**src/rtl/counter_16bit.sv**
```systemverilog
// 16-bit up-counter with clear/load, one-shot or free-running wrap, and IDLE/RUN/DONE FSM.
// Optional `COUNTER_MODULO_EN adds a programmable terminal count via the limit input.

module incrementer_16bit (
    input  logic [15:0] a,
    output logic [15:0] s,
    output logic [15:0] c
);

    // Ripple half-adder chain with an implicit carry-in of one; c[15] is set only for a == 16'hFFFF.
    always_comb begin
        s    = 16'h0000;
        c    = 16'h0000;
        s[0] = ~a[0];
        c[0] = a[0];
        for (int i = 1; i < 16; i++) begin
            s[i] = a[i] ^ c[i-1];
            c[i] = a[i] & c[i-1];
        end
    end

endmodule

module counter_16bit #(
    parameter logic [15:0] RESET_VAL = 16'h0000
) (
    input  logic        clk,
    input  logic        rst_n,
    input  logic        en,
    input  logic        clr,
    input  logic        load,
    input  logic [15:0] load_val,
    input  logic        oneshot,
    input  logic [15:0] limit,
    output logic [15:0] q,
    output logic        tc,
    output logic        ovf,
    output logic        busy,
    output logic        done
);

    typedef enum logic [1:0] {
        S_IDLE = 2'd0,
        S_RUN  = 2'd1,
        S_DONE = 2'd2
    } state_t;

    state_t      state_q;
    state_t      state_d;
    logic [15:0] q_q;
    logic [15:0] q_d;
    logic        tc_q;
    logic        tc_d;
    logic        ovf_q;
    logic        ovf_d;

    logic [15:0] inc_s;
    logic [15:0] carry_s;
    logic        terminal_s;
    logic        unused_carry_low_s;

    incrementer_16bit u_inc (
        .a (q_q),
        .s (inc_s),
        .c (carry_s)
    );

    assign unused_carry_low_s = ^carry_s[14:0];

`ifdef COUNTER_MODULO_EN
    // Terminal at the programmed limit, with the carry still catching 16'hFFFF above it.
    always_comb begin
        terminal_s = carry_s[15] | (q_q == limit);
    end
`else
    logic unused_limit_s;

    assign unused_limit_s = ^limit;

    // Only the all-ones value terminates the count.
    always_comb begin
        terminal_s = carry_s[15];
    end
`endif

    // Next-state decode: clr beats load beats counting; tc defaults low so it is a single-cycle pulse.
    always_comb begin
        state_d = state_q;
        q_d     = q_q;
        tc_d    = 1'b0;
        ovf_d   = ovf_q;
        if (clr) begin
            q_d     = RESET_VAL;
            ovf_d   = 1'b0;
            state_d = S_IDLE;
        end else if (load) begin
            q_d     = load_val;
            state_d = en ? S_RUN : S_IDLE;
        end else begin
            case (state_q)
                S_IDLE, S_RUN: begin
                    // IDLE leaves on the first enabled edge, which also counts.
                    if (en) begin
                        if (terminal_s) begin
                            tc_d  = 1'b1;
                            ovf_d = 1'b1;
                            if (oneshot) begin
                                state_d = S_DONE;
                            end else begin
                                q_d     = 16'h0000;
                                state_d = S_RUN;
                            end
                        end else begin
                            q_d     = inc_s;
                            state_d = S_RUN;
                        end
                    end else begin
                        state_d = state_q;
                    end
                end
                S_DONE: begin
                    state_d = S_DONE;
                end
                default: begin
                    state_d = S_IDLE;
                end
            endcase
        end
    end

    // State and output registers.
    always_ff @(posedge clk or negedge rst_n) begin
        if (!rst_n) begin
            state_q <= S_IDLE;
            q_q     <= RESET_VAL;
            tc_q    <= 1'b0;
            ovf_q   <= 1'b0;
        end else begin
            state_q <= state_d;
            q_q     <= q_d;
            tc_q    <= tc_d;
            ovf_q   <= ovf_d;
        end
    end

    assign q    = q_q;
    assign tc   = tc_q;
    assign ovf  = ovf_q;
    assign busy = (state_q == S_RUN);
    assign done = (state_q == S_DONE);

endmodule

```
**config.mk**
```make
export PLATFORM = sky130hd
export DESIGN_NAME = counter_16bit
export DESIGN_NICKNAME = d
export VERILOG_FILES = /design/src/rtl/counter_16bit.sv
export SDC_FILE = /design/constraint.sdc
export NUM_CORES = 1
export LEC_CHECK = 0
export CORE_ASPECT_RATIO = 0.75
export CORE_UTILIZATION = 37
export CTS_CLUSTER_SIZE = 20
export DETAILED_ROUTE_END_ITERATION = 12
export PLACE_DENSITY = 0.74
export SETUP_SLACK_MARGIN = 0.02
export SYNTH_ARGS = -nofsm -noshare
export SYNTH_HDL_FRONTEND = slang
export SYNTH_HIERARCHICAL = 1
export SYNTH_SLANG_ARGS = --single-unit
```
**constraint.sdc**
```tcl
create_clock -name clk -period 9.45 [get_ports clk]
set_clock_uncertainty 0.05 [all_clocks]
set_input_delay 2.3625 -clock clk [delete_from_list [all_inputs] [get_ports clk]]
set_output_delay 2.3625 -clock clk [all_outputs]
set_load 0.05 [all_outputs]
```
==> impl_metrics.py, run 1 <==
metrics = {
    "floorplanning": {
        "io-pin-count": 58,
        "rows": 17,
        "die_y_um": 51.14,
        "die-area_um2": 3452,
        "initial_core_util_pct": 39.72,
        "die_width_um": 67.52,
        "core_um2": 2999,
    },
    "setup_path": {
        "timing.rr.end": "q[13]",
        "arrival_ns": 4.47,
        "crit_buf_inv": 0,
        "path_max_fanout": 16,
        "critPathCaptureType": "flip-flop",
        "crit_path_cell_trace": "ha_1 > ha_1 > ha_1 > ha_1 > ha_1 > ha_1 > ha_1 > ha_1 > ha_1 > ha_1 > ha_1 > ha_1 > ha_1 > ha_1 > ha_1 > nor3_4 > a22o_1 > mux2_2",
        "worst_path_most_repeated_cell": "ha_1",
        "startpoint_type": "flip-flop",
        "r2r-start": "q[0]",
        "worstSetupPathType": "flip-flop to flip-flop",
        "cp_slowest_stage_delay_ns": 0.54,
        "rr_worst_depth": 18,
        "crit_family": "adder cells",
        "rrSetupSlack_ns": 5.12,
        "critPathRequiredTime_ns": 9.59,
        "slowest_stage": "nor3_4",
    },
    "sta": {
        "fin_crit_ns": 4.333,
        "max_freq_mhz": 230.8,
        "fin_crit_sh_pct": 45.85,
        "rsz0062_at_grt": "false",
        "tightestPinTransition_ns": 1.139,
        "setup_violations": 0,
        "tns_ns": 0,
        "hold_violations": 0,
        "drv_slew": 0,
        "relSlewSlack_pct": 23.94,
        "setup_slack_ns": 5.117,
    },
    "detailed_routing": {
        "drcViolationCount": 0,
        "vias": 878,
        "drt_iter0_drc": 6,
        "wl_per_cell_um": 14.77,
        "ant_nets": 0,
        "viasPerCell": 5.257,
        "wirelength_mm": 2.466,
        "first_pass_iters": 4,
    },
    "logic_synthesis": {
        "syn_nets": 144,
        "synthCells": 91,
        "synth_warnings": 6,
        "avgSynthCellArea_um2": 13.09,
        "syn_area_um2": 1191,
    },
    "final_layout": {
        "final_util_pct": 54.48,
        "antennaDiodeCount": 0,
        "nets": 184,
        "drive_above_1_share_pct": 17.05,
        "stdcell_area_um2": 1634,
        "area_delta_synth_final_pct": 37.19,
        "fillers": 261,
    },
    "global_routing": {
        "gr-total-overflow": 0,
        "antenna_found_initial": 0,
        "grt_pass1_vias": 867,
        "grt_max_degree": 21,
        "grtUsageTotal_pct": 16.04,
        "grt_pass1_wl_mm": 4.022,
    },
    "power_and_ir_drop": {
        "ir_drop_uv": 72.35,
        "leakagePower_nw": 0.7677,
        "power_density_nw_per_um2": 129.6,
        "finalPower_mw": 0.2118,
    },
    "cts": {
        "cts_resized": 0,
        "cts-root-buf": "clkbuf_8",
        "cts_buffers": 3,
        "clkTransAtPathRegs_ns": 0.07,
        "cts_num_sinks": 20,
        "post_cts_buffers": 0,
        "postCtsHoldBufs": 0,
        "cts_buffer_depth": 2,
        "cts_tree": "built",
        "h-tree-depth": 1,
        "clk_latency_ns": 0.26,
    },
    "placed_design": {
        "port_buffers": 41,
        "dp_hpwl_mm": 1.856,
        "place_congestion": 0.7274,
        "placed_area_um2": 1593,
        "pre_cts_slack_ns": 4.840,
    },
    "hold_path": {
        "holdPathStages": 2,
        "worstHoldStart": "ovf",
        "worst_hold_path.endpoint": "ovf",
        "hp-class": "flip-flop to flip-flop",
    },
    "run": {
        "drv_cap": 0,
    },
    "run_status": {
        "status": "completed",
    },
}
-- stage by stage --
stage / cells / hold slack, ns
after detailed placement: 164 / 0.4766
after floorplan: 91 / 0.5548
after global placement: 164 / 0.4549
final: 167 / 0.4830
after CTS: 167 / 0.4950
after global routing: 167 / 0.5189
-- registers in the layout (all words and copies together) (netlist names) --
name,count
tc,1
state_q,2
q,16
ovf,1
-- layout by cell type (no fill, tap or decap) --
| cell type | count |
|---|---|
| a211oi_4 | 1 |
| clkbuf_8 | 3 |
| ha_1 | 15 |
| inv_1 | 2 |
| nand2_1 | 1 |
| a22o_1 | 16 |
| nand2_2 | 1 |
| clkdlybuf4s50_1 | 41 |
| nor3_1 | 2 |
| mux2_2 | 16 |
| nor2_1 | 2 |
| nor4b_1 | 1 |
| a221oi_1 | 1 |
| nor2b_1 | 4 |
| nor3_4 | 1 |
| a31oi_1 | 2 |
| dfrtp_1 | 20 |
-- tightest hold or removal path: cells and delay by family (launching register included) --
| family | cells | cell delay (ns) |
|---|---|---|
| and+or+nand+nor | 1 | 0.09 |
| AOI/OAI and AO/OA | 1 | 0.05 |
| DFF | 1 | 0.35 |
-- area by class of cell --
class	instances	area, um2	area share [%]
sequential	20	500.5	30.63
clock buffer	3	41.29	2.527
timing repair buffer	41	410.4	25.11
inverter	2	7.507	0.4594
multi-input combinational	63	626.9	38.36
tap	38	47.55	2.910
-- routing by layer --
layer | global-route usage, % | wire length [um] | up-vias
li1 | - | - | 420
met1 | 20.56 | 1063 | 436
met2 | 26.07 | 1265 | 18
met3 | 3.348 | 98 | 4
met4 | 6.383 | 39 | 0
met5 | 0 | 0 | -
-- how the worst max path moves through the flow --
stage / to / from / slack (ns) / cells after the start
floorplan: q[15] / q[0] / 5.22 / 19
global placement: q[10] / load / 4.88 / 4
detailed placement: q[4] / load / 4.84 / 4
CTS: q[4] / q[0] / 5.09 / 18
global route: q[10] / q[0] / 4.83 / 18
finish: q[13] / q[0] / 5.12 / 18
-- power by group --
group          switching (mW)  total [mW]  leakage, nW  internal [mW]
clock                  0.0258      0.0542       0.0216         0.0284
sequential            0.00463      0.0958        0.266         0.0912
combinational          0.0344      0.0618        0.480         0.0275
Power figures use the tool's default switching activity.
==> inputs of run 2 (changes only) <==
--- a/config.mk
+++ b/config.mk
@@ -6,10 +6,10 @@
 export NUM_CORES = 1
 export LEC_CHECK = 0
 export CORE_ASPECT_RATIO = 0.75
-export CORE_UTILIZATION = 37
+export CORE_UTILIZATION = 36
 export CTS_CLUSTER_SIZE = 20
 export DETAILED_ROUTE_END_ITERATION = 12
-export PLACE_DENSITY = 0.74
+export PLACE_DENSITY = 0.75
 export SETUP_SLACK_MARGIN = 0.02
 export SYNTH_ARGS = -nofsm -noshare
 export SYNTH_HDL_FRONTEND = slang
==> constraint.sdc (replaced) <==
create_clock -name clk -period 3.6 [get_ports clk]
set_clock_uncertainty 0.05 [all_clocks]
set_input_delay 0.9 -clock clk [delete_from_list [all_inputs] [get_ports clk]]
set_output_delay 0.9 -clock clk [all_outputs]
set_load 0.05 [all_outputs]
==> impl_metrics.py, run 2 (same netlist as run 1, synthesis figures left out) <==
metrics = {
    "global_routing": {
        "grt_pass1_vias": 1011,
        "antenna_found_initial": 0,
        "grt_pass1_wl_mm": 4.740,
        "grtUsageTotal_pct": 18.96,
        "gr-total-overflow": 0,
        "grt_max_degree": 21,
    },
    "setup_path": {
        "critPathRequiredTime_ns": 3.69,
        "rr_worst_depth": 19,
        "cp_slowest_stage_delay_ns": 0.43,
        "rrSetupSlack_ns": 0.03,
        "worstSetupStartpoint": "q[1]",
        "worst_path_most_repeated_cell": "ha_4",
        "startpoint_type": "flip-flop",
        "worstSetupPathType": "flip-flop to flip-flop",
        "slowest_stage": "dfrtp_2",
        "critPathCaptureType": "flip-flop",
        "r2r-start": "q[1]",
        "path_max_fanout": 8,
        "crit_path_end": "q[13]",
        "arrival_ns": 3.66,
        "crit_path_cell_trace": "ha_4 > ha_4 > ha_4 > ha_4 > ha_4 > ha_4 > ha_4 > ha_4 > ha_4 > ha_4 > ha_4 > ha_4 > ha_4 > ha_4 > ha_4 > nand2_4 > a211oi_4 > buf_12 > mux2_2",
        "timing.rr.end": "q[13]",
    },
    "sta": {
        "tns_ns": 0,
        "drv_slew": 0,
        "whs_ns": 0.4661,
        "relSlewSlack_pct": 23.32,
        "fin_crit_ns": 3.571,
        "fin_crit_sh_pct": 99.20,
        "tightestPinTransition_ns": 1.148,
        "max_freq_mhz": 280.0,
        "setup_violations": 0,
        "rsz0062_at_grt": "true",
        "hold_violations": 0,
    },
    "hold_path": {
        "hp-class": "flip-flop to flip-flop",
    },
    "power_and_ir_drop": {
        "leakagePower_nw": 0.8031,
        "finalPower_mw": 0.6130,
        "ir_drop_uv": 131.6,
        "power_density_nw_per_um2": 314.2,
    },
    "run_status": {
        "status": "completed",
    },
    "placed_design": {
        "place_congestion": 0.7689,
        "placed_area_um2": 1828,
        "dp_hpwl_mm": 2.160,
        "port_buffers": 41,
    },
    "final_layout": {
        "final_cell_mix": "clkdlybuf4s50_1 (41), dfrtp_1 (18), a22o_1 (16), mux2_2 (16), ha_4 (15)",
        "final_common_cell": "clkdlybuf4s50_1",
        "area_delta_synth_final_pct": 63.76,
        "largest_reg_flops": 16,
        "nets": 193,
        "drive_above_1_share_pct": 35.25,
        "stdcell_area_um2": 1951,
        "antennaDiodeCount": 0,
    },
    "cts": {
        "cts-root-buf": "clkbuf_8",
        "cts_tree": "built",
        "postCtsHoldBufs": 0,
        "cts_buffers": 3,
        "clkTransAtPathRegs_ns": 0.08,
        "cts_buffer_depth": 2,
        "h-tree-depth": 1,
        "cts_num_sinks": 20,
        "clk_latency_ns": 0.26,
    },
    "floorplanning": {
        "rows": 17,
        "die_width_um": 68.42,
        "initial_core_util_pct": 39.16,
        "core_um2": 3042,
        "die-area_um2": 3545,
        "io-pin-count": 58,
        "die_y_um": 51.82,
    },
    "detailed_routing": {
        "wirelength_mm": 2.909,
        "first_pass_iters": 4,
        "viasPerCell": 5.288,
        "vias": 936,
        "drcViolationCount": 0,
        "ant_nets": 0,
        "wl_per_cell_um": 16.44,
        "drt_iter0_drc": 38,
    },
    "run": {
        "drv_cap": 0,
    },
}
run 2: cell types whose count changed in the layout (fill, tap and decap cells not counted), sizes merged:
cell / before / now
buf: 0 / 9
clkbuf: 3 / 4
run 2: area by class of cell:
class | count | area (um2)
clock buffer | 4 | 55.05
fill | 228 | 1091
inverter | 2 | 7.507
multi-input combinational | 63 | 819.5
sequential | 20 | 503.0
tap | 38 | 47.55
timing repair buffer | 50 | 518.0
run 2: per-stage QoR:
stage | instances | util (%) | setup WS, ns
after global placement | 170 | 60.10 | -0.1177
final | 177 | 64.13 | 0.02885
after CTS | 177 | 64.13 | 0.01858
after floorplan | 91 | - | -0.2000
after detailed placement | 170 | 60.10 | -0.1963
after global routing | 177 | 64.13 | -0.05867
run 2: report_power, final:
group | leakage (nW) | total [mW] | internal [mW] | switching, mW
Clock | 0.0288 | 0.172 | 0.0973 | 0.0750
Sequential | 0.264 | 0.258 | 0.240 | 0.0183
Combinational | 0.511 | 0.183 | 0.0873 | 0.0955
Total | 0.803 | 0.613 | 0.424 | 0.189
run 2: worst min path at each step:
stage	from	endpoint	cells after the start
floorplan	rst_n	ovf	0
global placement	ovf	ovf	2
detailed placement	ovf	ovf	2
CTS	ovf	ovf	2
global route	ovf	ovf	2
finish	ovf	ovf	2
run 2: repair_timing:
action | CTS | global route
resized for setup | 4 | 0
pin swaps | 2 | 0
cloned | 1 | 0
endpoints found under the hold margin | 0 | 0
setup endpoints to repair | 16 | 16
buffers inserted | 2 | 0
run 2: critical path: cells and delay by family, from the launching register on:
kind            cells  cell delay [ns]
compound gates      1             0.09
mux                 1             0.26
fa+ha+maj          15             2.37
flops               1             0.43
simple gates        1             0.07
buf+inv             1             0.17
run 2: layer usage:
metal  vias up  share of wire [%]  global-route usage [%]
met1       462                 42                   22.36
met4         0               0.93                   4.861
li1        443                  -                       -
met3         2                4.4                   5.263
met2        29                 53                   33.50
met5         -                  0                       0
